## src/rtl/cpu_io_pkg.sv

```systemverilog
// -----------------------------------------------------------------------------
// cpu_io_pkg
// Types and constants shared between the cpu core and its I/O blocks.
//   WORD_WIDTH : native data word width of the core's input/output pins.
//   word_t     : one data word as seen on the core's input_data pins.
// -----------------------------------------------------------------------------
package cpu_io_pkg;

  localparam int WORD_WIDTH = 32;

  typedef logic [WORD_WIDTH-1:0] word_t;

endpackage : cpu_io_pkg

```

## src/rtl/fifo_ram.sv

```systemverilog
// -----------------------------------------------------------------------------
// fifo_ram
// Storage array for the input buffer.
// It has one synchronous write port and one asynchronous read port.
// The contents are never reset. Entries are only read back once the
// owning FIFO has written them.
// Ports:
//   clk      : system clock (write port)
//   we_i     : write enable
//   waddr_i  : write address
//   wdata_i  : write data
//   raddr_i  : read address (combinational read)
//   rdata_o  : read data, mem[raddr_i]
// -----------------------------------------------------------------------------
module fifo_ram #(
  parameter int WIDTH = 32,
  parameter int DEPTH = 4,
  localparam int AW   = $clog2(DEPTH)
) (
  input  logic             clk,
  input  logic             we_i,
  input  logic [AW-1:0]    waddr_i,
  input  logic [WIDTH-1:0] wdata_i,
  input  logic [AW-1:0]    raddr_i,
  output logic [WIDTH-1:0] rdata_o
);

  logic [WIDTH-1:0] mem_q [DEPTH];

  always_ff @(posedge clk) begin
    if (we_i) begin
      mem_q[waddr_i] <= wdata_i;
    end
  end

  // The read is asynchronous, so the head word appears on the same
  // cycle that the read pointer moves.
  assign rdata_o = mem_q[raddr_i];

endmodule : fifo_ram

```

## src/rtl/io_input_buffer.sv

```systemverilog
// -----------------------------------------------------------------------------
// io_input_buffer
// This is a buffered input port in front of the cpu core's input_data and
// input_ready pins. An external producer pushes words over a valid/ready
// handshake into a DEPTH-entry circular FIFO. The oldest word is presented
// to the core, and it is retired when the core pulses input_ack.
// Ports:
//   clk         : system clock, rising edge
//   rst         : asynchronous active-high reset
//   ext_data    : producer word
//   ext_valid   : producer has a word
//   ext_ready   : buffer not full (state decode only)
//   input_data  : head-of-queue word (don't-care while empty)
//   input_ready : buffer not empty
//   input_ack   : core consumed the head word
//   count       : words currently held, 0..DEPTH
//   underflow   : sticky; input_ack seen while empty, cleared by rst only
// -----------------------------------------------------------------------------
module io_input_buffer
  import cpu_io_pkg::*;
#(
  parameter int WIDTH = WORD_WIDTH,
  parameter int DEPTH = 4,
  localparam int AW   = $clog2(DEPTH),
  localparam int CW   = AW + 1
) (
  input  logic             clk,
  input  logic             rst,
  input  logic [WIDTH-1:0] ext_data,
  input  logic             ext_valid,
  output logic             ext_ready,
  output logic [WIDTH-1:0] input_data,
  output logic             input_ready,
  input  logic             input_ack,
  output logic [CW-1:0]    count,
  output logic             underflow
);

  localparam logic [AW-1:0] PTR_ONE    = AW'(1);
  localparam logic [CW-1:0] CNT_ONE    = CW'(1);
  localparam logic [CW-1:0] CNT_ZERO   = '0;
  localparam logic [CW-1:0] FULL_COUNT = CW'(DEPTH);

  logic [AW-1:0] wp_q, wp_d;
  logic [AW-1:0] rp_q, rp_d;
  logic [CW-1:0] count_q, count_d;
  logic          underflow_q, underflow_d;

  logic push;
  logic pop;

  // The flags decode registered state only. There is no path from
  // ext_valid or ext_data to the core-side outputs.
  assign ext_ready   = (count_q != FULL_COUNT);
  assign input_ready = (count_q != CNT_ZERO);

  assign push = ext_valid && ext_ready;
  assign pop  = input_ack && input_ready;

  always_comb begin
    wp_d        = wp_q;
    rp_d        = rp_q;
    count_d     = count_q;
    underflow_d = underflow_q;

    // DEPTH is a power of two, so the natural pointer overflow is the
    // modulo-DEPTH wrap.
    if (push) wp_d = wp_q + PTR_ONE;
    if (pop)  rp_d = rp_q + PTR_ONE;

    // A push and a pop on the same edge leave the occupancy unchanged.
    unique case ({push, pop})
      2'b10:   count_d = count_q + CNT_ONE;
      2'b01:   count_d = count_q - CNT_ONE;
      default: count_d = count_q;
    endcase

    if (input_ack && !input_ready) underflow_d = 1'b1;
  end

  always_ff @(posedge clk or posedge rst) begin
    if (rst) begin
      wp_q        <= '0;
      rp_q        <= '0;
      count_q     <= '0;
      underflow_q <= 1'b0;
    end else begin
      wp_q        <= wp_d;
      rp_q        <= rp_d;
      count_q     <= count_d;
      underflow_q <= underflow_d;
    end
  end

  fifo_ram #(
    .WIDTH (WIDTH),
    .DEPTH (DEPTH)
  ) u_fifo_ram (
    .clk     (clk),
    .we_i    (push),
    .waddr_i (wp_q),
    .wdata_i (ext_data),
    .raddr_i (rp_q),
    .rdata_o (input_data)
  );

  assign count     = count_q;
  assign underflow = underflow_q;

endmodule : io_input_buffer

```

## config.mk

```make
export PLATFORM = sky130hd
export DESIGN_NAME = io_input_buffer
export DESIGN_NICKNAME = d
export VERILOG_FILES = /design/src/rtl/cpu_io_pkg.sv /design/src/rtl/fifo_ram.sv /design/src/rtl/io_input_buffer.sv
export SDC_FILE = /design/constraint.sdc
export NUM_CORES = 1
export LEC_CHECK = 0
export ABC_AREA = 1
export BUFFER_PORTS_ARGS = -buffer_cell sky130_fd_sc_hd__buf_4
export CAP_MARGIN = 20
export CORE_AREA = 4 4 146 176
export DETAILED_ROUTE_END_ITERATION = 10
export DIE_AREA = 0 0 150 180
export GPL_ROUTABILITY_DRIVEN = 0
export GPL_TIMING_DRIVEN = 0
export HOLD_SLACK_MARGIN = 0.1
export PLACE_DENSITY_LB_ADDON = 0.05
export SYNTH_ARGS = -nofsm -noshare
export SYNTH_HDL_FRONTEND = slang
export SYNTH_HIERARCHICAL = 1
export SYNTH_SLANG_ARGS = --single-unit
export TNS_END_PERCENT = 10
```

## constraint.sdc

```tcl
create_clock -name clk -period 3.3 [get_ports clk]
set_input_delay 0.66 -clock clk [delete_from_list [all_inputs] [get_ports clk]]
set_output_delay 0.66 -clock clk [all_outputs]
set_load 0.02 [all_outputs]
```

# Yosys cells after proc, flatten, opt, wreduce, memory -nomap -nowiden
# Memories as Yosys holds them, arrays and structs flattened.
# Index checks and enable logic that the tools add are counted.
[op_classes]
n_addsub = 4
eq_ne = 3
muxes = 3
reduce_logical = 6
[ops]
columns = ["op", "n"]
rows = [
  ["3-bit one-hot mux with 2 select lines", 1],
  ["2-bit by 1-bit adder with 2-bit output, second input constant", 2],
  ["3-bit by 1-bit adder with 3-bit output, second input constant", 1],
  ["1-bit logical AND", 3],
  ["3-bit != test, second input constant", 1],
  ["3-bit nonzero test", 1],
  ["3-bit by 1-bit subtractor with 3-bit output, second input constant", 1],
  ["2-bit by 1-bit == test with 1-bit output, second input constant", 1],
  ["2-bit == test, second input constant", 1],
  ["1-bit two-way mux", 2],
  ["2-bit nonzero test", 1],
  ["1-bit zero test", 1],
]
[word_totals]
ff_bits = 8
ramBits = 128
input_bits = 36
out_inout_bits = 38
wordCells = 21
memories = 1
[memory_table]
columns = ["name", "words", "width", "rd", "rd_ports_with_merged_regs", "write_ports", "line_no", "source"]
rows = [
  ["u_fifo_ram.mem_q", 4, 32, 1, 0, 1, "fifo_ram.sv:28", "logic [WIDTH-1:0] mem_q [DEPTH];"],
]

# Longest topological paths before layout
# Gate-level depths: netlist of run 1.
[logic_depth]
depth_word = 4
ltp_mapped = 12
mapped_depth_nobuf = 12

# By module
# The synthesis of run 1 kept the hierarchy.
[modules_own_cells]
columns = ["module", "n_inst", "cells_each", "area_per_inst_um2", "seq_area_each_um2"]
rows = [
  ["fifo_ram", 1, 509, 5437.7, 3843.7],
  ["io_input_buffer", 1, 54, 461.7, 200.2],
]

# Worst setup path after synthesis of run 1
# OpenSTA, ideal clock, no wires.
[synth_timing]
path_kind = "register to register"
startpoint = "reg count_q[0], in the netlist count[0]"
endpoint = "mem u_fifo_ram.mem_q[1][0] (enable)"
setup_ns = 0.461
arrival_time_ns = 3.121
required_ns = 2.839
slack_ns = -0.282
stages_incl_launch_ff = 7
path_buffers = 0
period_less_slack_ns = 3.582
path_cell_list = "dfrtp_1 -> inv_2 -> nand3_4 -> nand2_4 -> inv_1 -> inv_1 -> nor3_1"
[synth_between]
elab_chain_cells = 4
[synth_lines]
columns = ["item", "line_no", "source"]
rows = [
  ["start, declared", "io_input_buffer.sv:46", "logic [CW-1:0] count_q, count_d;"],
  ["start signal, assigned", "io_input_buffer.sv:90", "count_q <= count_d;"],
  ["3-bit != test", "io_input_buffer.sv:54", "assign ext_ready = (count_q != FULL_COUNT);"],
  ["net ext_ready", "io_input_buffer.sv:31", "output logic ext_ready,"],
  ["1-bit logical AND", "io_input_buffer.sv:57", "assign push = ext_valid && ext_ready;"],
  ["net push", "io_input_buffer.sv:49", "logic push;"],
  ["1-bit two-way mux", "fifo_ram.sv:31", "if (we_i) begin"],
  ["1-bit two-way mux (implied by the code)", "fifo_ram.sv:32", "mem_q[waddr_i] <= wdata_i;"],
  ["end, declared", "fifo_ram.sv:28", ""],
]
# The timed path passes the listed nets, and every way through them passes these cells.

# Worst setup path in the final report of run 1
[layout_timing]
startpoint = "reg rp_q[0]"
endpoint = "out input_data[16]"
[layout_between]
elab_chain_cells = 1
[layout_lines]
columns = ["item", "line_no", "source"]
rows = [
  ["start, declared", "io_input_buffer.sv:45", "logic [AW-1:0] rp_q, rp_d;"],
  ["start signal, assigned", "io_input_buffer.sv:89", "rp_q <= rp_d;"],
  ["memory 4 x 32 bit", "--", ""],
  ["end, declared", "io_input_buffer.sv:32", "output logic [WIDTH-1:0] input_data,"],
]
# Every way passes these cells.

==> metrics.yaml, run 1 <==
yosys_register_bits: 136
rsz0062_at_grt: "false"
yosysTopAreaCell: "edfxtp_1"
post-route-period-util_pct: 73.8
clock_latency_ns: 0.42
critPathMaxFanout: 10
dr.first_iter.drc_count: 174
overflow: 0
syn_nets: 601
crit_arrival_ns: 1.78
p_per_area_nw_per_um2: 951
cp-start-kind: "flop"
synth_top_area_share_pct: 65.2
crit_path_end_kind: "output pin"
ys_warn_count: 6
postCtsSetupBuffers: 0
io_pins: 74
synth_edf_count: 128
cap_violations: 0
finalCriticalPeriod_ns: 2.44
synthTopCellsByArea: "edfxtp_1, nand2_1, inv_1, nand3_1, dfrtp_1"
vias_per_cell: 3.90
power_mw: 7.27
drc: 0
synth-seq-area-share_pct: 68.5
worst_slew_pin_slew_ns: 0.730
synth_area_per_cell_um2: 10.5
io_buffers: 73
yosys.cell_types.count: 20
die_area_um2: 27000
cts.sinks: 136
vdd_drop_max_v: 0.000380
cts_buffer_depth: 2
critPathKind: "flop to output pin"
grt_pass1_vias: 3978
yosys_most_used_dff: "edfxtp_1"
nNetsFinal: 709
layout_common_cells: "nand2_1, inv_1, edfxtp_1, buf_4, nand3_1"
cts-root-buf: "clkbuf_16"
layout-drive-gt1-share_pct: 22.1
ant_nets: 0
setup_ws_ns: 0.863
h-tree-depth: 4
cts_resized: 0
worst_clock_skew_ns: 0.00914
final_common_cell: "nand2_1"
hold_viol: 0
vias: 3909
p_leak_nw: 3.52
hold_class: "input port to asynchronous set/reset pin"
dr.pass1.iters: 4
fin_cells: 1003
cts_buffers: 17
dp_slack_ns: 0.925
netlist_area_um2: 5900
wl_um: 14900
die-height_um: 180
antenna_found_initial: 0
finalMaxSlewViolations: 0
syn2layout_area_growth_pct: 29.5
grt_pass1_wl_um: 22800
core_area_um2: 23900
netlist_instances: 563
initial_core_util_pct: 24.7
grt_max_degree: 17
row_count: 62
diodes: 0
hold_buffers: 0
cp_data_required_time_ns: 2.64
routedWlPerCell_um: 14.9
dp_hpwl_um: 9980
async_reset_ff_share_pct: 5.88
setup_viol: 0
dp_cells: 972
clkSlewWorstSetupHoldPaths_ns: 0.06
cts_tree: "built"
status: "complete, no violations"
setup-tns-final_ns: 0
die_x_um: 150
slew-limit-headroom_pct: 51.1
track_usage_pct: 11.5
max_freq_ghz: 0.410
[critical path, stage by stage, from the launching register on]
cell and delay, ns:
dfrtp_1 0.43, inv_2 0.18, buf_2 0.33, nand2_1 0.09, nand3_1 0.07, nand2_1 0.09
buf_4 0.17
[layout make-up]
| cell class | count | area [um2] |
|---|---|---|
| inverters | 147 | 552 |
| well taps | 320 | 400 |
| plain buffers | 20 | 154 |
| clock buffers | 17 | 425 |
| fillers | 2492 | 16300 |
| clock inverters | 14 | 159 |
| repair buffers | 89 | 736 |
| multi-input cells | 260 | 1170 |
| flip-flops and latches | 136 | 4040 |
[sequential cells by signal, indices dropped and copies added (netlist names)]
signal / cells
underflow: 1
wp_q: 2
rp_q: 2
count: 3
u_fifo_ram/mem_q: 128
[cells in the mapped netlist (2+ instances only)]
library cell,number
nand2_2,2
inv_2,4
nand3b_1,2
inv_1,143
nand2_1,176
nand3_4,2
nand3_1,67
dfrtp_1,8
buf_6,7
edfxtp_1,128
buf_4,4
nor3_1,4
buf_2,9
[final timing paths]
path	from	end	slack (ns)	cells after the start
setup / recovery	rp_q[0]$_DFFE_PP0P_	input_data[16]	0.86	6
min in group clk	ext_data[25]	u_fifo_ram/mem_q[2][25]$_DFFE_PP_	0.44	1
max in group asynchronous	rst	wp_q[1]$_DFFE_PP0P_	2.84	2
hold reg to reg	underflow$_DFFE_PP0P_	underflow$_DFFE_PP0P_	0.48	1
setup reg to reg	count[0]$_DFFE_PP0P_	u_fifo_ram/mem_q[3][8]$_DFFE_PP_	1.11	9
hold / removal	rst	underflow$_DFFE_PP0P_	0.20	2
[through the flow]
stage | util, % | hold slack (ns) | cell area, um2
global route | 32.0 | 0.206 | 7640
finish | 32.0 | 0.204 | 7640
global placement | 28.7 | 0.461 | 6850
detailed placement | 29.5 | 0.464 | 7060
CTS | 32.0 | 0.195 | 7640
floorplan | - | 0.476 | 5900
[cell families (layout without fill, tap and decap cells)]
logic type	count (synthesis)	in the layout	share of synthesized area (%)
AND/OR/NAND/NOR	255	255	18.6
AO/OA/AOI/OAI	2	2	0.212
buffers and inverters	167	287	12.0
flip-flops	136	136	68.5
XOR/XNOR	1	1	0.148
adder cells (fa/ha/maj)	2	2	0.551
[metal layers]
layer / up-vias / global-route usage (%) / wire (um)
li1: 1965 / - / -
met1: 1842 / 14.1 / 6600
met2: 88 / 19.2 / 7380
met3: 14 / 3.32 / 714
met4: 0 / 3.88 / 205
met5: - / 0 / 0
[power breakdown]
part           internal, mW  switching (mW)
registers              2.28           0.116
logic                  1.08            1.91
clock network          1.17           0.705
total                  4.53            2.73
(Power assumes the default switching activity.)
==> run 2: changes to the inputs <==
--- a/config.mk
+++ b/config.mk
@@ -5,12 +5,12 @@
 export SDC_FILE = /design/constraint.sdc
 export NUM_CORES = 1
 export LEC_CHECK = 0
-export ABC_AREA = 1
+export ABC_AREA = 0
 export BUFFER_PORTS_ARGS = -buffer_cell sky130_fd_sc_hd__buf_4
 export CAP_MARGIN = 20
-export CORE_AREA = 4 4 146 176
+export CORE_AREA = 4 4 136 164
 export DETAILED_ROUTE_END_ITERATION = 10
-export DIE_AREA = 0 0 150 180
+export DIE_AREA = 0 0 140 168
 export GPL_ROUTABILITY_DRIVEN = 0
 export GPL_TIMING_DRIVEN = 0
 export HOLD_SLACK_MARGIN = 0.1
==> constraint.sdc (replaced) <==
create_clock -name clk -period 2.3 [get_ports clk]
set_input_delay 0.46 -clock clk [delete_from_list [all_inputs] [get_ports clk]]
set_output_delay 0.46 -clock clk [all_outputs]
set_load 0.02 [all_outputs]
==> run 2 against run 1 <==
Compared with the run above: register-to-register slack got worse by 0.93 ns; final cell count is 42% lower; final area decreased by 10%; clock power up 54%; die area shrank 13%; total power grew 36%; first-iteration DRC count shrank 60%; via count fell by 39%; critical path type unchanged; largest cell class unchanged.
==> metrics.yaml, run 2 <==
setup_viol: 0  # unchanged
status: "complete, no violations"
cts_tree: "built"
netlist_instances: 203  # -64%
yosys.cell_types.count: 24  # +20%
worst_slew_pin_slew_ns: 0.809  # +0.0788 ns
yosys_most_used_dff: "edfxtp_1"
cts_buffer_depth: 2  # unchanged
netlist_area_um2: 5080  # -14%
dr.pass1.iters: 4  # unchanged
synthTopCellsByArea: "edfxtp_1, mux4_2, dfrtp_1, buf_12, mux4_1"
vias: 2374  # -39%
cts_buffers: 17  # unchanged
p_switching_mw: 2.93  # +7.3%
whs_path_depth: 1
synth-seq-area-share_pct: 79.6  # +11 points
clock_latency_ns: 0.41  # about the same
seqPwrFrac_pct: 35.1  # +2.2 points
nNetsFinal: 340  # -52%
met3WireLength_um: 507  # -29%
drt-met1-wl_um: 4750  # -28%
clock_power_share_pct: 29.3  # +3.4 points
dr.first_iter.drc_count: 69  # -60%
layout_common_cells: "edfxtp_1, buf_4, buf_6, mux4_2, clkbuf_16"
cts.sinks: 136  # unchanged
top_layer: "met4"
synth_top_area_share_pct: 75.6  # +10 points
finalMaxSlewViolations: 0  # unchanged
ys_warn_count: 6  # unchanged
p_per_area_nw_per_um2: 1440  # +51%
antenna_found_initial: 0  # unchanged
placed_cell_area_um2: 6080  # -14%
yosys_register_bits: 136  # unchanged
reg2reg_depth: 5  # -4
syn2layout_area_growth_pct: 34.9
grt_pass1_wl_um: 16500  # -28%
slew-limit-headroom_pct: 46.0  # -5.0 points
cp-start-kind: "flop"
ant_nets: 0  # unchanged
cp_data_required_time_ns: 1.84  # -0.80 ns
wl_met2_um: 5260  # -29%
swShare_pct: 29.7  # -7.9 points
syn_nets: 241  # -60%
cts-root-buf: "clkbuf_16"
async_reset_ff_share_pct: 5.88  # unchanged
regMostFlops: "u_fifo_ram/mem_q"
combPwrFrac_pct: 35.6  # -5.6 points
yosysTopAreaCell: "edfxtp_1"
clkSlewWorstSetupHoldPaths_ns: 0.06  # about the same
core_area_um2: 20800  # -13%
critPathKind: "flop to output pin"
crit_path_end_kind: "output pin"
h-tree-depth: 4  # unchanged
overflow: 0  # unchanged
largest_reg_flops: 128  # unchanged
hold_viol: 0  # unchanged
rsz0062_at_grt: "true"
io_pins: 74  # unchanged
die_x_um: 140  # -6.7%
p_int_mw: 6.95  # +53%
drc: 0  # unchanged
crit_arrival_ns: 1.82  # +0.04 ns
final_area_um2: 6860  # -10%
die-height_um: 168  # -6.7%
diodes: 0  # unchanged
synth_area_per_cell_um2: 25.0  # +140%
track_usage_pct: 9.69  # -1.8 points
row_count: 58  # -6.5%
worst_clock_skew_ns: 0.00797  # -0.00116 ns
finalCriticalPeriod_ns: 2.28
wl_um: 10700  # -28%
vias_per_cell: 4.06  # +4.1%
dp_hpwl_um: 6800  # -32%
critPathMaxFanout: 10  # unchanged
io_buffers: 73  # unchanged
post-route-period-util_pct: 98.9
layout-drive-gt1-share_pct: 48.6  # +26 points
grt_pass1_vias: 2706  # -32%
cap_violations: 0  # unchanged
fin_cells: 585  # -42%
routedWlPerCell_um: 18.3  # +23%
p_leak_nw: 2.38  # -32%
hold_class: "input port to flop"
dp_cells: 551  # -43%
synth.most_common_cell: "edfxtp_1"
ys_top_cells_by_count: "edfxtp_1, mux4_2, dfrtp_1"
initial_core_util_pct: 24.5  # -0.21 points
vdd_drop_max_v: 0.000478  # +26%
synth_edf_count: 128  # unchanged
max_freq_ghz: 0.440
die_area_um2: 23500  # -13%
final_common_cell: "edfxtp_1"
grt_max_degree: 21  # +4
==> run 2: cell types whose count changed after synthesis, sizes merged, moves of 2 or more <==
cell / delta
nand2: -177
nand3b: -2
nor3: -4
buf: -13
xor2: +3
inv: -141
and3b: +2
xnor2: +3
nand3: -68
mux4: +32
==> run 2: stage by stage <==
step / setup slack, ns / TNS, ns / utilization [%] / power (mW) / hold WS [ns]
5_1_grt: -0.0568 / -0.768 / 33.0 / 10.4 / 0.220
6_report: 0.0248 / 0 / 33.0 / 9.88 / 0.248
2_1_floorplan: 0.0538 / 0 / - / 5.47 / 0.276
4_1_cts: -0.0282 / -0.0830 / 32.7 / 9.96 / 0.222
3_5_place_dp: 0.130 / 0 / 29.3 / 6.87 / 0.451
3_3_place_gp: -0.819 / -91.60 / 28.8 / 6.77 / 0.456
==> run 2: critical path, cell delays in order (launching register included) <==
cell     delay (ns)
dfrtp_1        0.36
buf_6          0.16
buf_12         0.16
mux4_2         0.55
buf_6          0.16
==> run 2: kinds of logic (layout without fill, tap and decap cells) <==
| family | after synthesis | after routing | synth area share (%) |
|---|---|---|---|
| fa+ha+maj | 2 | 2 | 0.640 |
| buf+inv | 13 | 125 | 2.14 |
| simple gates | 10 | 10 | 1.55 |
| xor+xnor | 7 | 7 | 1.21 |
| flops | 136 | 136 | 79.6 |
| compound gates | 2 | 2 | 0.345 |
| mux | 33 | 33 | 14.5 |
==> run 2: power groups by stage <==
stage | Sequential [mW] | Combinational [mW] | Clock (mW)
2_1_floorplan | 3.52 | 1.95 | 0
3_3_place_gp | 3.55 | 3.22 | 0
3_5_place_dp | 3.53 | 3.34 | 0
4_1_cts | 3.48 | 3.49 | 2.99
5_1_grt | 3.53 | 3.77 | 3.11
6_report | 3.47 | 3.52 | 2.89
==> run 2: layout make-up <==
cell class	count	area, um2
sequential	136	4040
clock inverter	14	205
buffer	7	93.8
inverter	6	22.5
clock buffer	18	429
timing repair buffer	80	781
fill	2019	13900
multi-input combinational	54	943
tap	270	338
==> run 2: worst paths after layout <==
kind	from	to	slack (ns)
setup / recovery	rp_q[0]$_DFFE_PP0P_	input_data[7]	0.02
hold / removal	ext_data[5]	u_fifo_ram/mem_q[1][5]$_DFFE_PP_	0.25
setup reg to reg	count[2]$_DFFE_PP0P_	u_fifo_ram/mem_q[0][17]$_DFFE_PP_	0.18
hold reg to reg	underflow$_DFFE_PP0P_	underflow$_DFFE_PP0P_	0.48
max in group asynchronous	rst	wp_q[0]$_DFFE_PP0P_	1.49
min in group asynchronous	rst	wp_q[1]$_DFFE_PP0P_	0.56
==> run 2: layer usage <==
metal  global-route usage [%]  up-vias
met2                     15.3       54
met4                     3.41        0
met1                     12.0     1253
met3                     4.03       11
met5                        0        -
li1                         -     1056
==> run 2: repair_timing <==
action	in CTS	in global routing
buffers inserted	1	0
setup endpoints to repair	30	30
hold buffers	1	0
gates resized for setup	16	17
hold endpoints to repair	8	0
